===== src/rtl/hand_swipe_detector_if.sv =====
// Per-frame centroid input and filtered-position / swipe output bundle of the
// hand swipe detector.
interface hand_swipe_detector_if;
  logic        frame_done;
  logic [9:0]  cent_x;
  logic [16:0] pix_count;
  logic [9:0]  filt_x;
  logic        filt_valid;
  logic        hand_present;
  logic        swipe_left;
  logic        swipe_right;
  logic [1:0]  fsm_state;

  modport master (
    output frame_done, cent_x, pix_count,
    input  filt_x, filt_valid, hand_present, swipe_left, swipe_right, fsm_state
  );

  modport slave (
    input  frame_done, cent_x, pix_count,
    output filt_x, filt_valid, hand_present, swipe_left, swipe_right, fsm_state
  );
endinterface


===== src/rtl/hand_swipe_detector.sv =====
// Smooths the per-frame hand centroid with a power-of-two moving average and
// recognises left/right swipes against a periodically re-latched anchor.
module hand_swipe_detector #(
  parameter int AVG_LOG2        = 2,
  parameter int MIN_PIXELS      = 200,
  parameter int HOR_TOTAL       = 320,
  parameter int SWIPE_DIST      = 80,
  parameter int SWIPE_FRAMES    = 8,
  parameter int COOLDOWN_FRAMES = 15
) (
  input logic                  clock,
  input logic                  reset,
  hand_swipe_detector_if.slave bus
);

  localparam int W      = 1 << AVG_LOG2;
  localparam int SUM_W  = 10 + AVG_LOG2;
  localparam int FILL_W = AVG_LOG2 + 1;

  typedef enum logic [1:0] {
    IDLE     = 2'd0,
    TRACK    = 2'd1,
    COOLDOWN = 2'd2
  } state_t;

  function automatic logic [9:0] avg_trunc(input logic [SUM_W-1:0] s);
    return 10'(s >> AVG_LOG2);
  endfunction

  logic [9:0]        hist_p0 [W];
  logic [SUM_W-1:0]  sum_p0;
  logic [SUM_W-1:0]  sum_next;
  logic [FILL_W-1:0] fill_p0;
  logic [FILL_W-1:0] fill_next;
  logic              frame_ok;

  logic [9:0]        filt_x_p1;
  logic              filt_valid_p1;
  logic              hand_present_p1;
  logic              vld_p1;

  state_t            state_p2;
  logic [9:0]        anchor_p2;
  logic [7:0]        frame_cnt_p2;
  logic [7:0]        cool_cnt_p2;
  logic              swipe_left_p2;
  logic              swipe_right_p2;

  logic [10:0]       filt_w;
  logic [10:0]       anchor_w;
  logic              move_right;
  logic              move_left;
  logic [7:0]        frame_cnt_inc;
  logic [7:0]        cool_cnt_inc;

  always_comb begin
    frame_ok  = (bus.pix_count >= 17'(MIN_PIXELS)) &&
                ({1'b0, bus.cent_x} < 11'(HOR_TOTAL));
    // Empty history slots hold 0, so subtracting the oldest slot is always safe.
    sum_next  = sum_p0 + SUM_W'(bus.cent_x) - SUM_W'(hist_p0[W-1]);
    fill_next = (fill_p0 == FILL_W'(W)) ? fill_p0 : fill_p0 + FILL_W'(1);
  end

  // ---- stage p0 -> p1: history, running sum, filtered position ----
  always_ff @(posedge clock) begin
    if (reset) begin
      for (int i = 0; i < W; i++) hist_p0[i] <= '0;
      sum_p0          <= '0;
      fill_p0         <= '0;
      filt_x_p1       <= '0;
      filt_valid_p1   <= 1'b0;
      hand_present_p1 <= 1'b0;
      vld_p1          <= 1'b0;
    end else begin
      vld_p1 <= bus.frame_done;
      if (bus.frame_done) begin
        if (frame_ok) begin
          hist_p0[0] <= bus.cent_x;
          for (int i = 1; i < W; i++) hist_p0[i] <= hist_p0[i-1];
          sum_p0          <= sum_next;
          fill_p0         <= fill_next;
          filt_x_p1       <= avg_trunc(sum_next);
          filt_valid_p1   <= (fill_next == FILL_W'(W));
          hand_present_p1 <= 1'b1;
        end else begin
          for (int i = 0; i < W; i++) hist_p0[i] <= '0;
          sum_p0          <= '0;
          fill_p0         <= '0;
          filt_valid_p1   <= 1'b0;
          hand_present_p1 <= 1'b0;
        end
      end
    end
  end

  always_comb begin
    filt_w        = {1'b0, filt_x_p1};
    anchor_w      = {1'b0, anchor_p2};
    move_right    = filt_w >= anchor_w + 11'(SWIPE_DIST);
    move_left     = anchor_w >= filt_w + 11'(SWIPE_DIST);
    frame_cnt_inc = frame_cnt_p2 + 8'd1;
    cool_cnt_inc  = cool_cnt_p2 + 8'd1;
  end

  // ---- stage p1 -> p2: swipe FSM, advanced once per delayed frame strobe ----
  always_ff @(posedge clock) begin
    if (reset) begin
      state_p2       <= IDLE;
      anchor_p2      <= '0;
      frame_cnt_p2   <= '0;
      cool_cnt_p2    <= '0;
      swipe_left_p2  <= 1'b0;
      swipe_right_p2 <= 1'b0;
    end else begin
      swipe_left_p2  <= 1'b0;
      swipe_right_p2 <= 1'b0;
      if (vld_p1) begin
        case (state_p2)
          IDLE: begin
            if (filt_valid_p1) begin
              anchor_p2    <= filt_x_p1;
              frame_cnt_p2 <= '0;
              state_p2     <= TRACK;
            end
          end
          TRACK: begin
            if (!filt_valid_p1) begin
              state_p2 <= IDLE;
            end else begin
              frame_cnt_p2 <= frame_cnt_inc;
              if (move_right) begin
                swipe_right_p2 <= 1'b1;
                cool_cnt_p2    <= '0;
                state_p2       <= COOLDOWN;
              end else if (move_left) begin
                swipe_left_p2 <= 1'b1;
                cool_cnt_p2   <= '0;
                state_p2      <= COOLDOWN;
              end else if (frame_cnt_inc == 8'(SWIPE_FRAMES)) begin
                // Slow drift: re-anchor so only fast motion counts as a swipe.
                anchor_p2    <= filt_x_p1;
                frame_cnt_p2 <= '0;
              end
            end
          end
          COOLDOWN: begin
            if (cool_cnt_inc == 8'(COOLDOWN_FRAMES)) begin
              cool_cnt_p2 <= '0;
              state_p2    <= IDLE;
            end else begin
              cool_cnt_p2 <= cool_cnt_inc;
            end
          end
          default: state_p2 <= IDLE;
        endcase
      end
    end
  end

  assign bus.filt_x       = filt_x_p1;
  assign bus.filt_valid   = filt_valid_p1;
  assign bus.hand_present = hand_present_p1;
  assign bus.swipe_left   = swipe_left_p2;
  assign bus.swipe_right  = swipe_right_p2;
  assign bus.fsm_state    = state_p2;

endmodule

===== src/flat_wrapper.sv =====
// flat-port wrapper written by rule: the top's interface ports become plain ports
module hand_swipe_detector_flat 
#(
  parameter int AVG_LOG2        = 2,
  parameter int MIN_PIXELS      = 200,
  parameter int HOR_TOTAL       = 320,
  parameter int SWIPE_DIST      = 80,
  parameter int SWIPE_FRAMES    = 8,
  parameter int COOLDOWN_FRAMES = 15
)
  (clock, reset, bus_frame_done, bus_cent_x, bus_pix_count, bus_filt_x, bus_filt_valid, bus_hand_present, bus_swipe_left, bus_swipe_right, bus_fsm_state);
  hand_swipe_detector_if bus_i ();
  input logic clock;
  input logic reset;
  input wire logic [$bits(bus_i.frame_done)-1:0] bus_frame_done;
  input wire logic [$bits(bus_i.cent_x)-1:0] bus_cent_x;
  input wire logic [$bits(bus_i.pix_count)-1:0] bus_pix_count;
  output wire logic [$bits(bus_i.filt_x)-1:0] bus_filt_x;
  output wire logic [$bits(bus_i.filt_valid)-1:0] bus_filt_valid;
  output wire logic [$bits(bus_i.hand_present)-1:0] bus_hand_present;
  output wire logic [$bits(bus_i.swipe_left)-1:0] bus_swipe_left;
  output wire logic [$bits(bus_i.swipe_right)-1:0] bus_swipe_right;
  output wire logic [$bits(bus_i.fsm_state)-1:0] bus_fsm_state;
  assign bus_i.frame_done = bus_frame_done;
  assign bus_i.cent_x = bus_cent_x;
  assign bus_i.pix_count = bus_pix_count;
  assign bus_filt_x = bus_i.filt_x;
  assign bus_filt_valid = bus_i.filt_valid;
  assign bus_hand_present = bus_i.hand_present;
  assign bus_swipe_left = bus_i.swipe_left;
  assign bus_swipe_right = bus_i.swipe_right;
  assign bus_fsm_state = bus_i.fsm_state;
  hand_swipe_detector #(.AVG_LOG2(AVG_LOG2), .MIN_PIXELS(MIN_PIXELS), .HOR_TOTAL(HOR_TOTAL), .SWIPE_DIST(SWIPE_DIST), .SWIPE_FRAMES(SWIPE_FRAMES), .COOLDOWN_FRAMES(COOLDOWN_FRAMES)) u_core (.clock(clock), .reset(reset), .bus(bus_i));
endmodule

===== config.mk =====
export PLATFORM = sky130hd
export DESIGN_NAME = hand_swipe_detector_flat
export DESIGN_NICKNAME = d
export VERILOG_FILES = /design/src/rtl/hand_swipe_detector_if.sv /design/src/rtl/hand_swipe_detector.sv /design/src/flat_wrapper.sv
export SDC_FILE = /design/constraint.sdc
export NUM_CORES = 1
export LEC_CHECK = 0
export CAP_MARGIN = 20
export CORE_UTILIZATION = 63
export CTS_CLUSTER_DIAMETER = 100
export CTS_CLUSTER_SIZE = 8
export DETAILED_ROUTE_END_ITERATION = 10
export PLACE_DENSITY = 0.86
export SYNTH_ARGS = -nofsm -noshare
export SYNTH_HDL_FRONTEND = slang
export SYNTH_SLANG_ARGS = --single-unit
export TNS_END_PERCENT = 1

===== constraint.sdc =====
create_clock -name clock -period 5.7 [get_ports clock]
set_input_delay 1.14 -clock clock [delete_from_list [all_inputs] [get_ports clock]]
set_output_delay 1.14 -clock clock [all_outputs]
set_load 0.05 [all_outputs]

Yosys cells after proc, flatten, opt, wreduce, memory -nomap -nowiden
Memories as Yosys holds them, arrays and structs flattened.
Index checks and enable logic that the tools add are counted.

operators by class
  $lt $le $gt $ge = 4
  bitwise operators = 11
  add/subtract/negate cells = 7
  equality and inequality tests = 14
  muxes and demuxes = 47
  reductions and logical operators = 11

operators with widths
  operator                                                             number
  2-to-1 mux 10 bit                                                    13
  2-to-1 mux 8 bit                                                     9
  case mux 8 bit (2 select lines)                                      2
  adder 10 x 7 -> 11 bit (second input constant)                       2
  greater-or-equal comparator 10 x 11 -> 1 bit                         2
  case mux 10 bit (2 select lines)                                     1
  greater-or-equal comparator 17 x 8 -> 1 bit (second input constant)  1
  adder 8 x 1 -> 8 bit (second input constant)                         2
  equality test 8 x 4 -> 1 bit (second input constant)                 2
  2-to-1 mux 1 bit                                                     13
  adder 12 x 10 -> 12 bit                                              1
  2-to-1 mux 12 bit                                                    1
  AND reduction 4 bit                                                  3
  subtractor 12 x 10 -> 12 bit                                         1
  < comparator 10 x 9 -> 1 bit (second input constant)                 1
  2-to-1 mux 2 bit                                                     5
  != test 2 x 1 -> 1 bit (second input constant)                       4
  bitwise OR 1 bit                                                     8
  AND reduction 7 bit                                                  1
  equality test 3 bit (second input constant)                          2
  2-to-1 mux 3 bit                                                     2
  case mux 2 bit (3 select lines)                                      1
  OR reduction 5 bit                                                   1
  != test 2 bit (second input constant)                                2
  other kinds (11)                                                     14

storage, ports and cells
  memory bits (writable) = 40
  register bits after elaboration = 58
  memories kept = 1
  bits of input ports = 30

memories
  name            words  bits a word  read ports  clocked after Yosys merged registers in  wr ports  RTL line                   text
  u_core.hist_p0  4      10           4           0                                        4         hand_swipe_detector.sv:30  logic [9:0] hist_p0 [W];

Depth between registers and ports, before layout
Gate-level depths: netlist of the first run.

  depth after elaboration = 8
  depth in mapped cells = 11
  mapped depth without buffers = 11

Least setup slack after synthesis of the first run
Ideal clock, no wire load.

  path type = input to register
  start point = input port bus_cent_x[1]
  end point = register u_core.sum_p0[10]
  arrival = 3375 ps
  stages = 10
  required time = 5538 ps
  path buffers = 0
  setup slack = 2163 ps
  cell sequence = inv_1 -> fa_1 -> inv_1 -> fa_1 -> a21o_1 -> a21oi_1 -> o21bai_1 -> a2111oi_0 -> or4_1 -> o211ai_1

on the way
  word-level cells in the longest chain between the ends = 3

ends and longest elaborated chain
  what                                                                            RTL line                                              text
  start: declaration                                                              flat_wrapper.sv:16                                    input wire logic [$bits(bus_i.cent_x)-1:0] bus_cent_x;
  adder 12 x 10 -> 12 bit / < comparator 10 x 9 -> 1 bit (equally long branches)  hand_swipe_detector.sv:60, hand_swipe_detector.sv:58
  subtractor 12 x 10 -> 12 bit / logical AND 1 bit (equally long branches)        hand_swipe_detector.sv:60, hand_swipe_detector.sv:57
  2-to-1 mux 12 bit (*)                                                           hand_swipe_detector.sv:77                             if (frame_ok) begin
  end signal: assignment                                                          hand_swipe_detector.sv:80                             sum_p0 <= sum_next;
  end: declaration                                                                hand_swipe_detector.sv:31                             logic [SUM_W-1:0] sum_p0;

Mark *: on every way between the ends. The rest lies on a longest branch, timed or not.
A chain may end at the register's enable or synchronous reset.

Worst setup path in the final report of the first run
  start point = input port bus_cent_x[1]
  end point = register u_core.sum_p0[8]

The elaborated chain is that of the path after synthesis.

==> results of run 1 <==
-- state kept, by name, summed over array words and instances, names as in the netlist --
register and flops:
u_core.bus.filt_x 10, u_core.anchor_p2 10, u_core.sum_p0 12, u_core.vld_p1 1, u_core.cool_cnt_p2 8, u_core.hist_p0 40, u_core.bus.hand_present 1, u_core.bus.filt_valid 1
u_core.bus.swipe_right 1, u_core.frame_cnt_p2 8, u_core.bus.fsm_state 2, u_core.bus.swipe_left 1, u_core.fill_p0 3
-- cell families (layout without fill, tap and decap cells) --
family | Yosys count | in the layout
AO/OA/AOI/OAI | 146 | 146
XOR/XNOR | 20 | 20
adder cells (fa/ha/maj) | 51 | 51
buffers and inverters | 82 | 126
flip-flops | 98 | 98
multiplexers | 15 | 15
AND/OR/NAND/NOR | 205 | 205
-- worst max-delay path by stage --
stage,slack [ns],from,to
after floorplan,2.16,bus_cent_x[1],u_core.sum_p0[10]
after global placement,1.38,bus_cent_x[1],u_core.sum_p0[8]
after detailed placement,1.37,bus_cent_x[1],u_core.sum_p0[8]
after CTS,1.76,bus_cent_x[1],u_core.sum_p0[8]
after global routing,1.46,bus_cent_x[1],u_core.sum_p0[8]
final,1.71,bus_cent_x[1],u_core.sum_p0[8]
-- where the power goes --
| part | internal (W) | leakage (nW) | switching [W] |
|---|---|---|---|
| clock | 0.000180 | 0.0969 | 0.000269 |
| combinational | 0.000117 | 1.61 | 0.000179 |
| sequential | 0.000729 | 0.854 | 0.0000192 |
-- routing by layer --
layer	wire length, µm	vias up
met5	0	-
met4	258	0
met3	478	25
met2	6258	125
met1	5086	2187
li1	-	2209
-- layout make-up --
type | instances | area (µm²) | area share [%]
Clock inverter | 6 | 56.30 | 0.9005
Multi-Input combinational cell | 437 | 3050 | 48.79
Timing Repair Buffer | 47 | 478.0 | 7.645
Tap cell | 105 | 131.4 | 2.101
Inverter | 63 | 236.5 | 3.782
Clock buffer | 10 | 137.6 | 2.201
Sequential cell | 98 | 2162 | 34.58
-- cell usage after synthesis, types with 2 or more instances --
cell | n | share of area [%]
edfxtp_1 | 20 | 11
nor2b_1 | 30 | 3.4
o31ai_1 | 2 | 0.27
o21ai_1 | 13 | 1.2
o21ai_0 | 20 | 1.8
nor4_1 | 4 | 0.45
o22ai_1 | 4 | 0.45
a21oi_1 | 44 | 4.0
ha_1 | 41 | 9.3
a2111oi_0 | 2 | 0.32
and3_1 | 4 | 0.45
a221o_1 | 2 | 0.36
a31oi_1 | 3 | 0.34
nand2_1 | 53 | 3.6
and2_1 | 23 | 2.6
nand4_1 | 3 | 0.34
dfxtp_1 | 78 | 28
nand3b_1 | 3 | 0.41
a21o_1 | 12 | 1.6
nor2_1 | 45 | 3.1
a22oi_1 | 2 | 0.27
inv_1 | 62 | 4.2
o21a_1 | 4 | 0.54
nand3_1 | 17 | 1.5
mux2i_1 | 14 | 2.5
o21bai_1 | 2 | 0.27
xnor2_1 | 6 | 0.95
a41o_1 | 2 | 0.36
a211o_1 | 2 | 0.32
or2_2 | 3 | 0.34
clkbuf_1 | 13 | 0.88
a41oi_2 | 2 | 0.59
a22o_1 | 4 | 0.63
fa_1 | 10 | 3.6
buf_2 | 2 | 0.18
o211ai_1 | 9 | 1.2
nand2b_1 | 2 | 0.23
o2111ai_1 | 3 | 0.48
nor3_1 | 9 | 0.81
buf_1 | 3 | 0.20
a32o_1 | 5 | 0.91
or4_1 | 2 | 0.27
xor2_1 | 14 | 2.2
-- cell usage in the layout, fill, tap and decap left out, drive strengths merged, types with 3 or more instances in the layout --
cell           count
a32o               5
nand4              3
fa                10
inv               65
o211ai             9
xnor2              6
clkdlybuf4s50     42
nor2              45
or2                3
a31oi              3
buf                5
dfxtp             78
xor2              14
clkbuf            10
nand2             54
nor3               9
nor4               5
a21o              12
mux2i             14
o2111ai            3
a22oi              3
edfxtp            20
clkinv             3
nor2b             30
nand3b             3
o21a               4
and2              23
a21oi             44
a41oi              3
ha                41
nand3             17
a22o               4
and3               4
o21ai             34
o22ai              5
-- stage by stage --
stage	total power, W	util, %	hold slack [ns]	setup slack [ns]
floorplan	0.0009639	-	0.4209	2.163
global placement	0.001036	72.31	0.4333	1.381
detailed placement	0.001054	72.64	0.4398	1.373
CTS	0.001497	74.96	0.4688	1.765
global route	0.001553	74.96	0.4997	1.457
finish	0.001493	74.96	0.4642	1.705
-- worst reg2reg max path, delay by kind of cell (launching register included) --
| family | cells | cell delay (ns) |
|---|---|---|
| XOR/XNOR | 1 | 0.17 |
| multiplexers | 1 | 0.26 |
| adder cells (fa/ha/maj) | 2 | 0.48 |
| flip-flops | 1 | 0.47 |
| AO/OA/AOI/OAI | 6 | 1.78 |
==> summary.txt, run 1 <==
Outcome
  – Status: completed

Clock network
  – CTS root buf: clkbuf_8
  – CTS buffer count: 9
  – Post-CTS sizing: 0
  – H-tree Lvls: 3
  – Longest Clk Path Bufs: 2
  – Postcts setup bufs: 0
  – Clock latency on the worst-skew pair: 0.38 ns
  – CTS tree: built
  – Clk sinks: 98
  – Worst-path clk slew: 0.10 ns
  – # hold bufs at CTS: 0

Setup path
  – R2R setup slack: 2.48 ns
  – CP max stage delay: 0.64 ns
  – Reg2reg end: u_core.anchor_p2[2]
  – WP data arrival: 4.26 ns
  – Critical path required time: 5.96 ns
  – Launch point of the worst reg-to-reg path: u_core.bus.filt_x[5]
  – Setup CP Type: input pin to register
  – Critical path's top delay family: compound AO/OA/AOI/OAI gates
  – Crit path max fanout: 3
  – Slowest cell on crit path: a2111oi_0
  – Buffers & Inverters on Critical Path: 3
  – FF-to-FF path depth: 10
  – CP startpoint kind: input pin
  – Crit-path cells: clkdlybuf4s50_1 > inv_1 > fa_1 > inv_1 > fa_1 > a21o_1 > a21oi_1 > o21bai_1 > a2111oi_0 > or4_1 > o211ai_1
  – Setup crit end kind: register
  – WP depth: 11

Layout
  – Post-route cell area: 6252 µm²
  – Fin nets: 737
  – Layout cells sized above 1: 4.992%
  – ANT cells: 0
  – Area Growth Syn to Fin: 13.05%
  – Non-Filler Instances: 766
  – Fillers: 606

Yosys
  – Sequential area share after synthesis: 39.10%
  – Yosys reg bits: 98
  – Synthesized Nets: 698
  – Adder-cell area share of the yosys netlist: 12.90%
  – Cell area after synthesis: 5530 µm²
  – Synth Area in Compound Gates: 17.81%
  – Ys async rst share: 0%
  – Top FF cell, synth: dfxtp_1
  – Post-synthesis xor/xnor area fraction: 3.167%
  – Largest family of logic cells by synthesized area: simple AND/OR/NAND/NOR gates
  – Synthesized instance count: 617
  – Cell variety after synth: 62
  – Post-synthesis mux area share: 2.738%
  – Mean Syn Cell Area: 8.963 µm²
  – Simple-Gate Fraction of Synth Area: 18.55%
  – Post-synth EDFFs: 20
  – Synth Warn #: 0

Floorplan
  – Die ar.: 9157 µm²
  – Std cell rows: 33
  – Starting Density: 66.31%
  – # IOs: 46
  – Chip Height: 95.69 µm
  – Core footprint: 8341 µm²
  – Die X: 95.69 µm

Global routing
  – Initial antenna violation count: 0
  – Global route overflow: 0
  – Met3 GRT Util: 5.450%
  – Vias in the first global route: 4515
  – GRT Overall Usage: 28.58%
  – Most Used Layer, Global Route: met2
  – First-pass GRT wire length: 20210 µm
  – Largest net degree at the start of global routing: 30
  – Grt met2 use: 52.62%
  – Met1 Use GR: 31.95%

Place
  – Placed cell areas: 6058 µm²
  – Cells after DPL: 750
  – GP Congestion: 0.8734
  – Hpwl dp: 8837 µm
  – Port Buf Inserts: 42

STA
  – Fmax: 250.3 MHz
  – Final min period: 3.995 ns
  – Final Slew Violations: 0
  – Worst Max-Slew Pin Slew: 0.9255 ns
  – Final hold viol count: 0
  – Slew HR: 38.11%
  – Unrepaired setup endpoints after global routing: false
  – Fin Clk Skew: 0.01191 ns
  – Final setup TNS: 0 ns
  – Setup-failing EPs final: 0
  – Final worst-path cycle share: 70.08%

Pwr
  – Peak VDD IR: 0.0001964 V
  – Leak: 2.562 nW
  – Power per cell area: 238.9 nW/µm²

Route
  – Routed wire length: 12080 µm
  – Total number of vias: 4546
  – ANT nets after route: 0
  – DR iter-0 viols: 179
  – Via/cell ratio: 5.935
  – Drt drc: 0
  – Routed WL per cell: 15.77 µm
  – First-pass DRT Iterations: 5

Worst hold path
  – Worst Hold End: u_core.bus.hand_present
  – Hold-critical path depth: 2
  – Hold WC Path Type: register to register
  – Worst Min Path Start: u_core.bus.hand_present

Flow run
  – Max cap viols: 0
Power figures use the tool's default switching activity.
==> inputs of run 2 (changes only) <==
--- a/config.mk
+++ b/config.mk
@@ -6,11 +6,11 @@
 export NUM_CORES = 1
 export LEC_CHECK = 0
 export CAP_MARGIN = 20
-export CORE_UTILIZATION = 63
+export CORE_UTILIZATION = 53
 export CTS_CLUSTER_DIAMETER = 100
 export CTS_CLUSTER_SIZE = 8
 export DETAILED_ROUTE_END_ITERATION = 10
-export PLACE_DENSITY = 0.86
+export PLACE_DENSITY = 0.77
 export SYNTH_ARGS = -nofsm -noshare
 export SYNTH_HDL_FRONTEND = slang
 export SYNTH_SLANG_ARGS = --single-unit
==> constraint.sdc (replaced) <==
create_clock -name clock -period 3.65 [get_ports clock]
set_input_delay 0.73 -clock clock [delete_from_list [all_inputs] [get_ports clock]]
set_output_delay 0.73 -clock clock [all_outputs]
set_load 0.05 [all_outputs]
==> run 2 against run 1 <==
  * Clock power grew 63%
  * Sequential share of layout area decreased by 0.54 points
  * Largest cell class unchanged
  * Worst setup slack worse by 1.6 ns
  * Highest routed layer unchanged
  * Flip-flop and latch count is the same
  * First-iteration DRC count is 11% lower
  * Sequential power increased by 56%
  * Largest power group unchanged
==> summary.txt, run 2 (synthesis results as in run 1) <==
Floorplan
  – Die X: 104.2 µm (+8.8%)
  – Die ar.: 10850 µm² (+18%)
  – Std cell rows: 36 (+9.1%)
  – Starting Density: 55.56% (-11 points)
  – Chip Height: 104.2 µm (+8.8%)
  – Core footprint: 9955 µm² (+19%)
  – # IOs: 46 (unchanged)

Pwr
  – Power Total: 0.002374 W (+59%)
  – Leak: 2.611 nW (+1.9%)
  – Peak VDD IR: 0.0002668 V (+36%)
  – Power per cell area: 373.7 nW/µm² (+56%)

Layout
  – Biggest register: u_core.hist_p0
  – Fillers: 850 (+40%)
  – ANT cells: 0 (unchanged)
  – Utilization after layout: 63.81% (-11 points)
  – Register area: 2162 µm² (unchanged)
  – Number of flip-flops in the largest register: 40 (unchanged)
  – Commonest non-fill, non-tap cell in the layout: dfxtp_1
  – Multi-input logic area: 3050 µm² (unchanged)
  – Layout cells sized above 1: 6.259% (+1.3 points)
  – Post-route cell area: 6352 µm² (+1.6%)
  – Top flop regs: u_core.hist_p0 x40, u_core.sum_p0 x12
  – Area Growth Syn to Fin: 14.86%
  – Commonest cells after routing, fill and taps aside: dfxtp_1 (78), inv_1 (62), nand2_1 (53)
  – Fin nets: 747 (+1.4%)

Setup path
  – Setup CP Type: input pin to register
  – Critical path's top delay family: compound AO/OA/AOI/OAI gates
  – FF-to-FF path depth: 11 (+1)
  – R2R setup slack: 0.67 ns (-1.81 ns)
  – Crit path max fanout: 3 (unchanged)
  – CP startpoint kind: input pin
  – Setup crit end kind: register
  – CP max stage delay: 0.58 ns (-0.06 ns)
  – Critical path required time: 3.94 ns (-2.02 ns)
  – Buffers & Inverters on Critical Path: 4 (+1)
  – Reg2reg end: u_core.sum_p0[8]
  – Slowest cell on crit path: a2111oi_0
  – Crit-path cells: clkdlybuf4s50_1 > inv_1 > fa_1 > inv_1 > fa_1 > a21o_1 > a21oi_1 > o21bai_1 > a2111oi_0 > buf_4 > o211ai_1 > o211ai_1
  – Critical path launch point: bus_cent_x[1]
  – Launch point of the worst reg-to-reg path: u_core.sum_p0[1]
  – WP data arrival: 3.84 ns (-0.42 ns)

Global routing
  – GRT Overall Usage: 23.33% (-5.2 points)
  – Vias in the first global route: 4552 (+0.82%)
  – Initial antenna violation count: 0 (unchanged)
  – Global route overflow: 0 (unchanged)
  – First-pass GRT wire length: 20670 µm (+2.3%)
  – Largest net degree at the start of global routing: 32 (+6.7%)

STA
  – Final worst-path cycle share: 97.16%
  – Fmax: 282.0 MHz
  – Unrepaired setup endpoints after global routing: false
  – Final hold viol count: 0 (unchanged)
  – Final setup margin: 0.1036 ns (-1.602 ns)
  – Setup-failing EPs final: 0 (unchanged)
  – Final min period: 3.546 ns
  – Slew HR: 60.60% (+22 points)
  – Final Slew Violations: 0 (unchanged)
  – Fin Clk Skew: 0.01033 ns (-0.001581 ns)
  – Worst Max-Slew Pin Slew: 0.5885 ns (-0.3370 ns)

Flow run
  – Max cap viols: 0 (unchanged)

Worst hold path
  – Worst Min Path Start: u_core.bus.hand_present
  – Hold-critical path depth: 2 (unchanged)
  – Worst Hold End: u_core.bus.hand_present
  – Hold WC Path Type: register to register

Route
  – Total number of vias: 4549 (+0.066%)
  – WL met3: 355 µm (-26%)
  – Met1 WL: 5226 µm (+2.8%)
  – Drt drc: 0 (unchanged)
  – DR iter-0 viols: 159 (-11%)
  – Routed wire length: 11960 µm (-0.98%)
  – Met2 WL: 6211 µm (-0.75%)
  – ANT nets after route: 0 (unchanged)
  – Routed WL per cell: 14.88 µm (-5.7%)
  – First-pass DRT Iterations: 4 (-1)
  – Top sig layer: met4
  – Via/cell ratio: 5.658 (-4.7%)

Place
  – Hpwl dp: 8785 µm (-0.59%)
  – GP Congestion: 0.8715 (-0.22%)
  – Placed cell areas: 6148 µm² (+1.5%)
  – Dpl ws: -0.2436 ns (-1.617 ns)
  – Port Buf Inserts: 42 (unchanged)

Clock network
  – CTS root buf: clkbuf_8
  – CTS buffer count: 9 (unchanged)
  – Longest Clk Path Bufs: 2 (unchanged)
  – # hold bufs at CTS: 0 (unchanged)
  – Clock latency on the worst-skew pair: 0.36 ns (-0.02 ns)
  – H-tree Lvls: 3 (unchanged)
  – Post-CTS sizing: 0 (unchanged)
  – CTS tree: built
  – Postcts setup bufs: 0 (unchanged)
  – Worst-path clk slew: 0.09 ns (about the same)
  – Clk sinks: 98 (unchanged)

Outcome
  – Status: completed
run 2: where the power goes:
part	leakage (nW)	total [W]	switching, W	internal (W)
Sequential	0.854	0.00117	0.0000301	0.00114
Clock	0.107	0.000732	0.000376	0.000355
Combinational	1.65	0.000475	0.000278	0.000197
Total	2.61	0.00237	0.000684	0.00169
run 2: worst max-delay path by stage:
stage,endpoint,cells past startpoint
finish,u_core.sum_p0[8],12
global route,u_core.sum_p0[8],12
CTS,u_core.sum_p0[8],12
detailed placement,u_core.sum_p0[8],12
global placement,u_core.sum_p0[8],12
floorplan,u_core.sum_p0[10],10
run 2: area by class of cell:
type | instances | share of cell area [%]
repair buffers | 57 | 8.391
clock inverters | 4 | 0.7682
clock buffers | 12 | 2.442
inverters | 63 | 3.723
well taps | 133 | 2.620
flip-flops and latches | 98 | 34.04
multi-input cells | 437 | 48.02
run 2: worst reg2reg max path, stage by stage (launching register included):
cell and delay (ns):
dfxtp_1 0.33, inv_1 0.06, fa_1 0.50, inv_1 0.06, fa_1 0.44, a21o_1 0.17
a21oi_1 0.19, o21bai_1 0.13, a2111oi_0 0.58, buf_4 0.21, o211ai_1 0.12, o211ai_1 0.13
run 2: metrics by stage:
step / hold slack, ns / instances / TNS [ns]
2_1_floorplan: 0.4209 / 617 / 0
3_3_place_gp: 0.4332 / 788 / -0.4479
3_5_place_dp: 0.4409 / 788 / -0.6779
4_1_cts: 0.4601 / 804 / 0
5_1_grt: 0.4807 / 804 / 0
6_report: 0.4515 / 804 / 0
run 2: per-layer routing:
layer  global-route usage [%]  up-vias
li1                         -     2230
met1                    27.36     2224
met2                    43.24       83
met3                    3.697       12
met4                    7.347        0
met5                        0        -
==> inputs of run 3 (changes only) <==
--- a/config.mk
+++ b/config.mk
@@ -6,11 +6,11 @@
 export NUM_CORES = 1
 export LEC_CHECK = 0
 export CAP_MARGIN = 20
-export CORE_UTILIZATION = 53
+export CORE_UTILIZATION = 59
 export CTS_CLUSTER_DIAMETER = 100
 export CTS_CLUSTER_SIZE = 8
 export DETAILED_ROUTE_END_ITERATION = 10
-export PLACE_DENSITY = 0.77
+export PLACE_DENSITY = 0.81
 export SYNTH_ARGS = -nofsm -noshare
 export SYNTH_HDL_FRONTEND = slang
 export SYNTH_SLANG_ARGS = --single-unit
==> constraint.sdc (replaced) <==
create_clock -name clock -period 3.5 [get_ports clock]
set_input_delay 0.7 -clock clock [delete_from_list [all_inputs] [get_ports clock]]
set_output_delay 0.7 -clock clock [all_outputs]
set_load 0.05 [all_outputs]
==> run 3 against run 2 <==
  * Cell count down 3.0%
  * Largest cell class unchanged
  * Critical endpoint is now u_core.sum_p0[10]
  * Core utilization is 7.2 points higher
  * Via count down 0.42%
  * First-iteration DRC count grew 3.1%
  * Clock power decreased by 4.8%
  * Non-clock buffer count increased by 1
  * Final area shrank 0.61%
  * Total power rose by 1.6%
  * Clock skew increased by 0.0058 ns
  * Die area shrank 10%
==> summary.txt, run 3 (synthesis results as in run 1) <==
Clock network
  – Longest Clk Path Bufs: 2 (unchanged)
  – H-tree Lvls: 3 (unchanged)
  – CTS tree: built
  – Post-CTS sizing: 0 (unchanged)
  – CTS root buf: clkbuf_8
  – # hold bufs at CTS: 0 (unchanged)
  – Clk sinks: 98 (unchanged)
  – Postcts setup bufs: 0 (unchanged)
  – Worst-path clk slew: 0.10 ns (about the same)
  – Clock latency on the worst-skew pair: 0.37 ns (about the same)
  – CTS buffer count: 9 (unchanged)

Pwr
  – Power Total: 0.002412 W (+1.6%)
  – Logic pwr share: 20.6% (+0.6 points)
  – Power per cell area: 382.1 nW/µm² (+2.2%)
  – Leak: 2.601 nW (-0.38%)
  – Reg power frac: 50.5% (+1.3 points)
  – Peak VDD IR: 0.0003438 V (+29%)
  – Cell internal pwr: 0.001668 W (-1.3%)
  – Sw Share: 30.85% (+2.0 points)
  – Clock network power share: 28.9% (-1.9 points)
  – Switching power: 0.0007440 W (+8.8%)

Setup path
  – CP max stage delay: 0.53 ns (-0.05 ns)
  – FF-to-FF path depth: 11 (unchanged)
  – Launch point of the worst reg-to-reg path: u_core.bus.filt_x[5]
  – Buffers & Inverters on Critical Path: 3 (-1)
  – R2R setup slack: 0.54 ns (-0.13 ns)
  – Crit path max fanout: 3 (unchanged)
  – Crit-path cells: clkdlybuf4s50_1 > inv_1 > fa_1 > inv_1 > fa_1 > a21o_1 > a21oi_1 > o21bai_1 > a2111oi_1 > or4_1 > o211ai_1
  – WP data arrival: 3.60 ns (-0.24 ns)
  – Setup CP Type: input pin to register
  – Slowest cell on crit path: fa_1
  – Setup crit end kind: register
  – Critical path's top delay family: compound AO/OA/AOI/OAI gates
  – Critical path required time: 3.74 ns (-0.20 ns)
  – Reg2reg end: u_core.anchor_p2[9]
  – CP startpoint kind: input pin

STA
  – Unrepaired setup endpoints after global routing: true
  – Fin Clk Skew: 0.01615 ns (+0.005818 ns)
  – Worst Max-Slew Pin Slew: 0.5857 ns (-0.002804 ns)
  – Final hold viol count: 0 (unchanged)
  – Final Slew Violations: 0 (unchanged)
  – Slew HR: 60.78% (+0.19 points)
  – Final min period: 3.358 ns
  – Fmax: 297.8 MHz
  – Setup-failing EPs final: 0 (unchanged)
  – Final worst-path cycle share: 95.95%

Floorplan
  – Core footprint: 8891 µm² (-11%)
  – Chip Height: 98.82 µm (-5.1%)
  – Starting Density: 62.20% (+6.6 points)
  – Die ar.: 9764 µm² (-10%)
  – # IOs: 46 (unchanged)
  – Std cell rows: 34 (-5.6%)
  – Die X: 98.82 µm (-5.1%)

Place
  – Hpwl dp: 8459 µm (-3.7%)
  – GP Congestion: 0.8334 (-4.4%)
  – Port Buf Inserts: 42 (unchanged)
  – Cells after DPL: 764 (-3.0%)

Layout
  – ANT cells: 0 (unchanged)
  – Commonest non-fill, non-tap cell in the layout: dfxtp_1
  – Utilization after layout: 71.01% (+7.2 points)
  – Non-Filler Instances: 780 (-3.0%)
  – Layout cells sized above 1: 6.548% (+0.29 points)
  – Number of flip-flops in the largest register: 40 (unchanged)
  – Area Growth Syn to Fin: 14.16%
  – Fin nets: 748 (+0.13%)
  – Biggest register: u_core.hist_p0
  – Commonest cells after routing, fill and taps aside: dfxtp_1 (78), inv_1 (62), nand2_1 (53)
  – Top flop regs: u_core.hist_p0 x40, u_core.sum_p0 x12
  – Fillers: 708 (-17%)

Route
  – DR iter-0 viols: 164 (+3.1%)
  – Drt drc: 0 (unchanged)
  – Via/cell ratio: 5.808 (+2.6%)
  – ANT nets after route: 0 (unchanged)
  – Routed wire length: 11660 µm (-2.5%)
  – Total number of vias: 4530 (-0.42%)
  – Routed WL per cell: 14.95 µm (+0.45%)
  – First-pass DRT Iterations: 5 (+1)

Global routing
  – Global route overflow: 0 (unchanged)
  – Vias in the first global route: 4609 (+1.3%)
  – Largest net degree at the start of global routing: 33 (+3.1%)
  – Initial antenna violation count: 0 (unchanged)
  – Grt met2 use: 47.71% (+4.5 points)
  – GRT Overall Usage: 25.97% (+2.6 points)
  – First-pass GRT wire length: 20380 µm (-1.4%)
  – Met1 Use GR: 30.41% (+3.0 points)
  – Met3 GRT Util: 4.965% (+1.3 points)
  – Most Used Layer, Global Route: met2

Worst hold path
  – Hold WC Path Type: register to register
  – Worst Hold End: u_core.bus.hand_present
  – Hold-critical path depth: 2 (unchanged)
  – Worst Min Path Start: u_core.bus.hand_present

Flow run
  – Max cap viols: 0 (unchanged)

Outcome
  – Status: completed
[run 3: how the worst max path moves through the flow]
| stage | from | end | slack (ns) | depth (start not counted) |
|---|---|---|---|---|
| 2_1_floorplan | bus_cent_x[1] | u_core.sum_p0[10] | 0.40 | 10 |
| 3_3_place_gp | bus_cent_x[1] | u_core.sum_p0[8] | -0.23 | 12 |
| 3_5_place_dp | bus_cent_x[1] | u_core.sum_p0[10] | -0.25 | 11 |
| 4_1_cts | bus_cent_x[1] | u_core.sum_p0[10] | 0.13 | 11 |
| 5_1_grt | bus_cent_x[1] | u_core.sum_p0[10] | -0.009 | 11 |
| 6_report | bus_cent_x[1] | u_core.sum_p0[10] | 0.14 | 11 |
[run 3: worst min-delay path, cell delays in order, from the launching register on]
cell	delay, ns
dfxtp_1	0.32
nand2_1	0.05
nand2_1	0.04
[run 3: metrics by stage]
step	setup WS, ns	cell area, µm²	hold slack (ns)	TNS [ns]
after floorplan	0.4030	5530	0.4209	0
after global placement	-0.2321	6125	0.4327	-0.8296
after detailed placement	-0.2484	6125	0.4327	-0.9796
after CTS	0.1338	6306	0.4487	0
after global routing	-0.009377	6314	0.4835	-0.009377
final	0.1419	6314	0.4452	0
[run 3: power groups by stage]
| stage | Sequential [W] | Clock [W] | Combinational, W |
|---|---|---|---|
| after floorplan | 0.00127 | 0 | 0.000299 |
| after global placement | 0.00124 | 0 | 0.000468 |
| after detailed placement | 0.00124 | 0 | 0.000485 |
| after CTS | 0.00122 | 0.000722 | 0.000491 |
| after global routing | 0.00122 | 0.000754 | 0.000551 |
| final | 0.00122 | 0.000697 | 0.000497 |
[run 3: metal layers]
| metal | share of wire (%) | vias up |
|---|---|---|
| met5 | 0 | - |
| met4 | 1.5 | 0 |
| met3 | 4.1 | 18 |
| met2 | 50 | 103 |
| met1 | 44 | 2172 |
| li1 | - | 2237 |
[run 3: area by class of cell]
class                   instances  area (µm²)  area share (%)
inverters                      63       236.5           3.746
clock inverters                 6       53.80          0.8522
well taps                     108       135.1           2.140
multi-input cells             437        3058           48.43
repair buffers                 58       540.5           8.561
flip-flops and latches         98        2162           34.24
clock buffers                  10       127.6           2.021
==> RTL edit 1: new RTL, settings of run 1 <==
`AVG_LOG2` is set to 2 in 2 places; all go to 1.
--- a/src/rtl/hand_swipe_detector.sv
+++ b/src/rtl/hand_swipe_detector.sv
@@ -2,5 +2,5 @@
 // recognises left/right swipes against a periodically re-latched anchor.
 module hand_swipe_detector #(
-  parameter int AVG_LOG2        = 2,
+  parameter int AVG_LOG2        = 1,
   parameter int MIN_PIXELS      = 200,
   parameter int HOR_TOTAL       = 320,
--- a/src/flat_wrapper.sv
+++ b/src/flat_wrapper.sv
@@ -2,5 +2,5 @@
 module hand_swipe_detector_flat 
 #(
-  parameter int AVG_LOG2        = 2,
+  parameter int AVG_LOG2        = 1,
   parameter int MIN_PIXELS      = 200,
   parameter int HOR_TOTAL       = 320,
Check against the original RTL: not equivalent (Yosys sat finds a counterexample within 4 cycles, from zero or initial values and one cycle with reset high).
==> RTL edit 1 against run 1 <==
Sequential cell count is 23 lower. Register-to-register slack better by 0.21 ns. Non-clock buffer count shrank 3. Worst setup slack improved by 0.22 ns. Synthesized cell count fell by 20%. Total power down 15%. Via count is 21% lower. Synthesized area shrank 18%. Routed wire length is 23% lower. Global-route usage down 0.92 points. Final area fell by 17%. Critical path type unchanged.
==> RTL edit 1: results (changes against run 1) <==
Reg2Reg Setup Slack 2.69 ns (+0.21 ns); Nets 616 (-16%); dominant cell by count in the synthesized netlist inv_1; starting DRC count in detailed routing 235 (+31%); CP Max Fanout 3 (unchanged); Largest stage delay, worst path 0.53 ns (-0.11 ns); first-pass GRT wire length 16200 um (-20%); P_seq 0.590 mW (-21%); Max IR drop VDD 0.000168 V (-14%); Worst Skew 0.0115 ns (-0.000439 ns); synth top area cells dfxtp_1 24%, edfxtp_1 13%, ha_1 11%; Global Route Usage Sum 27.7% (-0.92 points); largest net degree at the start of global routing 52 (+73%); largest registers u_core.hist_p0: 20 flops, u_core.sum_p0: 11 flops; met2 WL 4750 um (-24%); Clk power 0.349 mW (-22%); met1 Use GR 34.9% (+3.0 points); clock buffer count from CTS 9 (unchanged); met2 GRT Util 47.7% (-4.9 points); layout cells sized above 1 4.98% (-0.011 points); Vias/cell 5.64 (-5.0%); Worst Path Arrival 4.01 ns (-0.25 ns); Clock power frac 27.7% (-2.4 points); post-synth net total 571 (-18%); Skew-Pair Late Insertion Delay 0.35 ns (-0.03 ns); Worst path slowest cell fa_1; Max Used Layer met4; Worst-Margin Slew 0.895 ns (-0.0310 ns); drt total wl 9290 um (-23%); Static Leak 2.14 nW (-16%); Met1 Routed Length 4210 um (-17%); sequential cell area fraction in the yosys report 37.5% (-1.6 points); Switch Pwr 0.399 mW (-15%); DP HPWL 6910 um (-22%); vias in the first global route 3559 (-21%); Post-DP Area 5050 um^2 (-17%); GPL Wtd Cong 0.907 (+3.8%); Post-synth top cells 58 x inv_1, 55 x dfxtp_1, 39 x ha_1, 35 x nand2_1; grt met3 use 3.51% (-1.9 points); status complete, no violations; Netlist cell types 57 (-8.1%)
-- RTL edit 1: cell count changes after synthesis, sizes merged, moves of 6 or more --
cell	change
a21oi	-25
dfxtp	-23
nor2b	-21
nand2b	+20
nand2	-19
nor2	-13
a21o	-9
and2	-9
xor2	-7
o211ai	-6
-- RTL edit 1: logic make-up (layout without fill, tap and decap cells) --
| group | after synthesis | after routing | synth area share (%) |
|---|---|---|---|
| AOI/OAI and AO/OA | 108 | 108 | 16.2 |
| and+or+nand+nor | 155 | 155 | 17.9 |
| DFF | 75 | 75 | 37.5 |
| buffers and inverters | 69 | 119 | 5.87 |
| muxes | 17 | 17 | 3.75 |
| adders and majority gates | 49 | 49 | 15.2 |
| other | 1 | 1 | 0.0826 |
| xor gates and xnor gates | 18 | 18 | 3.47 |
-- RTL edit 1: per-stage QoR --
step | hold WS (ns) | instances | setup slack (ns)
floorplan | 0.438 | 492 | 2.23
global placement | 0.433 | 622 | 1.66
detailed placement | 0.434 | 622 | 1.61
CTS | 0.446 | 638 | 1.97
global route | 0.487 | 638 | 1.87
finish | 0.446 | 638 | 1.93
-- RTL edit 1: final cells by class --
| cell class | instances | area [um^2] |
|---|---|---|
| Multi-Input combinational cell | 348 | 2570 |
| Sequential cell | 75 | 1700 |
| Fill cell | 489 | 1670 |
| Timing Repair Buffer | 44 | 435 |
| Inverter | 59 | 221 |
| Clock buffer | 13 | 139 |
| Tap cell | 96 | 120 |
| Clock inverter | 3 | 16.3 |
-- RTL edit 1: worst paths after layout --
path	depth (start not counted)	to
setup reg to reg	10	u_core.anchor_p2[8]$_SDFFE_PP0P_
setup / recovery	11	u_core.sum_p0[8]$_SDFFE_PP0P_
hold / removal	2	u_core.bus.hand_present$_SDFFE_PP0P_
hold reg to reg	2	u_core.bus.hand_present$_SDFFE_PP0P_
==> RTL edit 2: new RTL, flow settings as in run 1 <==
Without the edit above. Reset style: asynchronous (`reset`), changed in 2 clocked blocks.
--- a/src/rtl/hand_swipe_detector.sv
+++ b/src/rtl/hand_swipe_detector.sv
@@ -63,5 +63,5 @@
 
   // ---- stage p0 -> p1: history, running sum, filtered position ----
-  always_ff @(posedge clock) begin
+  always_ff @(posedge clock or posedge reset) begin
     if (reset) begin
       for (int i = 0; i < W; i++) hist_p0[i] <= '0;
@@ -104,5 +104,5 @@
 
   // ---- stage p1 -> p2: swipe FSM, advanced once per delayed frame strobe ----
-  always_ff @(posedge clock) begin
+  always_ff @(posedge clock or posedge reset) begin
     if (reset) begin
       state_p2       <= IDLE;
Function: differs if reset is asserted again (counterexample within 4 cycles, from zero or initial values and one cycle with reset high); with reset held inactive, the same outputs for 4 cycles.
==> RTL edit 2 against run 1 <==
Final area up 7.7%. Register-to-register slack worse by 0.05 ns. Die area up 8.7%. Routed wire length up 11%. Sequential cell count unchanged. Synthesized area up 8.9%. Highest routed layer unchanged. Sequential share of layout area up 1.8 points. Largest cell class unchanged. Final cell count up 9.5%. Worst setup slack better by 0.23 ns. Hold slack better by 0.045 ns. Clock skew down 0.0015 ns.
Power is not compared: it rests on default switching activity, and its combinational part moved more than twofold at a synthesized area within 25%.
==> RTL edit 2: results (changes against run 1) <==
first-pass GRT wire length 22800 um (+13%); Reg2Reg Setup Slack 2.43 ns (-0.05 ns); Post-synth top cells 99 x inv_1, 98 x dfrtp_1, 55 x nand2_1, 55 x o21ai_0, 41 x ha_1; Global Route Usage Sum 28.7% (+0.083 points); DP HPWL 9280 um (+5.0%); Vias/cell 6.12 (+3.2%); Root Driver clkbuf_8; post-synth net total 759 (+8.7%); Rel. slew slack 32.9% (-5.2 points); H-tree depth 3 (unchanged); vias in the first global route 5108 (+13%); Synth async-reset ratio 100% (+100 points); layout cells sized above 1 4.93% (-0.063 points); largest net degree at the start of global routing 61 (+100%); final hold slack 0.509 ns (+0.0447 ns); Netlist cell types 54 (-13%); synth top area cells dfrtp_1 41%, ha_1 8.5%, inv_1 6.2%; GPL Wtd Cong 0.907 (+3.8%); Nets 786 (+6.6%); Worst Skew 0.0104 ns (-0.00152 ns); Largest stage delay, worst path 0.54 ns (-0.10 ns); Synth Flop Type dfrtp_1; Worst Path Arrival 4.06 ns (-0.20 ns); drt total wl 13400 um (+11%); IO Port Bufs 42 (unchanged); Worst path slowest cell fa_1; starting DRC count in detailed routing 257 (+44%); status complete, no violations; sequential cell area fraction in the yosys report 40.7% (+1.6 points)
## RTL edit 2: stage by stage
step                instance area [um^2]  setup WS, ns  util (%)  std cells  power [mW]
floorplan                           6020          2.00         -        678        1.90
CTS                                 6720          1.95      72.7        838        2.71
detailed placement                  6520          1.60      70.6        822        2.24
global route                        6740          1.69      72.9        839        2.91
global placement                    6520          1.66      70.6        822        2.17
finish                              6740          1.93      72.9        839        2.72
## RTL edit 2: final timing paths
path	depth (start not counted)	startpoint	end
max	11	bus_cent_x[1]	u_core.sum_p0[10]$_DFFE_PP0P_
min	2	u_core.hist_p0[36]$_DFFE_PP0P_	u_core.hist_p0[26]$_DFFE_PP0P_
max reg2reg	10	u_core.anchor_p2[5]$_DFFE_PP0P_	u_core.bus.fsm_state[0]$_DFFE_PP0P_
min reg2reg	2	u_core.hist_p0[36]$_DFFE_PP0P_	u_core.hist_p0[26]$_DFFE_PP0P_
max in group asynchronous	3	reset	u_core.cool_cnt_p2[0]$_DFFE_PP0P_
min in group asynchronous	2	reset	u_core.hist_p0[30]$_DFFE_PP0P_
## RTL edit 2: kinds of logic (layout without fill, tap and decap cells)
kind of cell | count (synthesis) | in the layout | synth area share, %
buf+inv | 132 | 164 | 8.25
fa+ha+maj | 51 | 51 | 11.8
compound gates | 179 | 179 | 19.0
simple gates | 195 | 195 | 16.6
mux | 4 | 4 | 0.789
xor+xnor | 19 | 19 | 2.76
flops | 98 | 98 | 40.7
## RTL edit 2: cell type report
| type | instances | area (um^2) |
|---|---|---|
| Multi-Input combinational cell | 448 | 3070 |
| Clock inverter | 7 | 76.3 |
| Inverter | 99 | 374 |
| Timing Repair Buffer | 49 | 475 |
| Fill cell | 673 | 2500 |
| Clock buffer | 9 | 124 |
| Tap cell | 129 | 161 |
| Sequential cell | 98 | 2450 |
## RTL edit 2: worst max-delay path, delay by kind of cell
family	cells	cell delay [ns]
buffers and inverters	3	0.59
adders and majority gates	2	1.02
and+or+nand+nor	1	0.08
xor gates and xnor gates	1	0.15
AOI/OAI and AO/OA	4	1.06
## RTL edit 2: per-layer routing
metal / global-route usage (%) / routed length, um
met4: 9.84 / 208
met1: 36.6 / 5620
met5: 0 / 0
met3: 4.81 / 658
met2: 49.7 / 6950
## RTL edit 2: power groups by stage
stage / combinational [mW] / sequential (mW) / clock (mW)
after floorplan: 0.878 / 1.03 / 0
after global placement: 1.26 / 0.916 / 0
after detailed placement: 1.31 / 0.926 / 0
after CTS: 1.33 / 0.912 / 0.466
after global routing: 1.48 / 0.930 / 0.495
final: 1.34 / 0.914 / 0.465
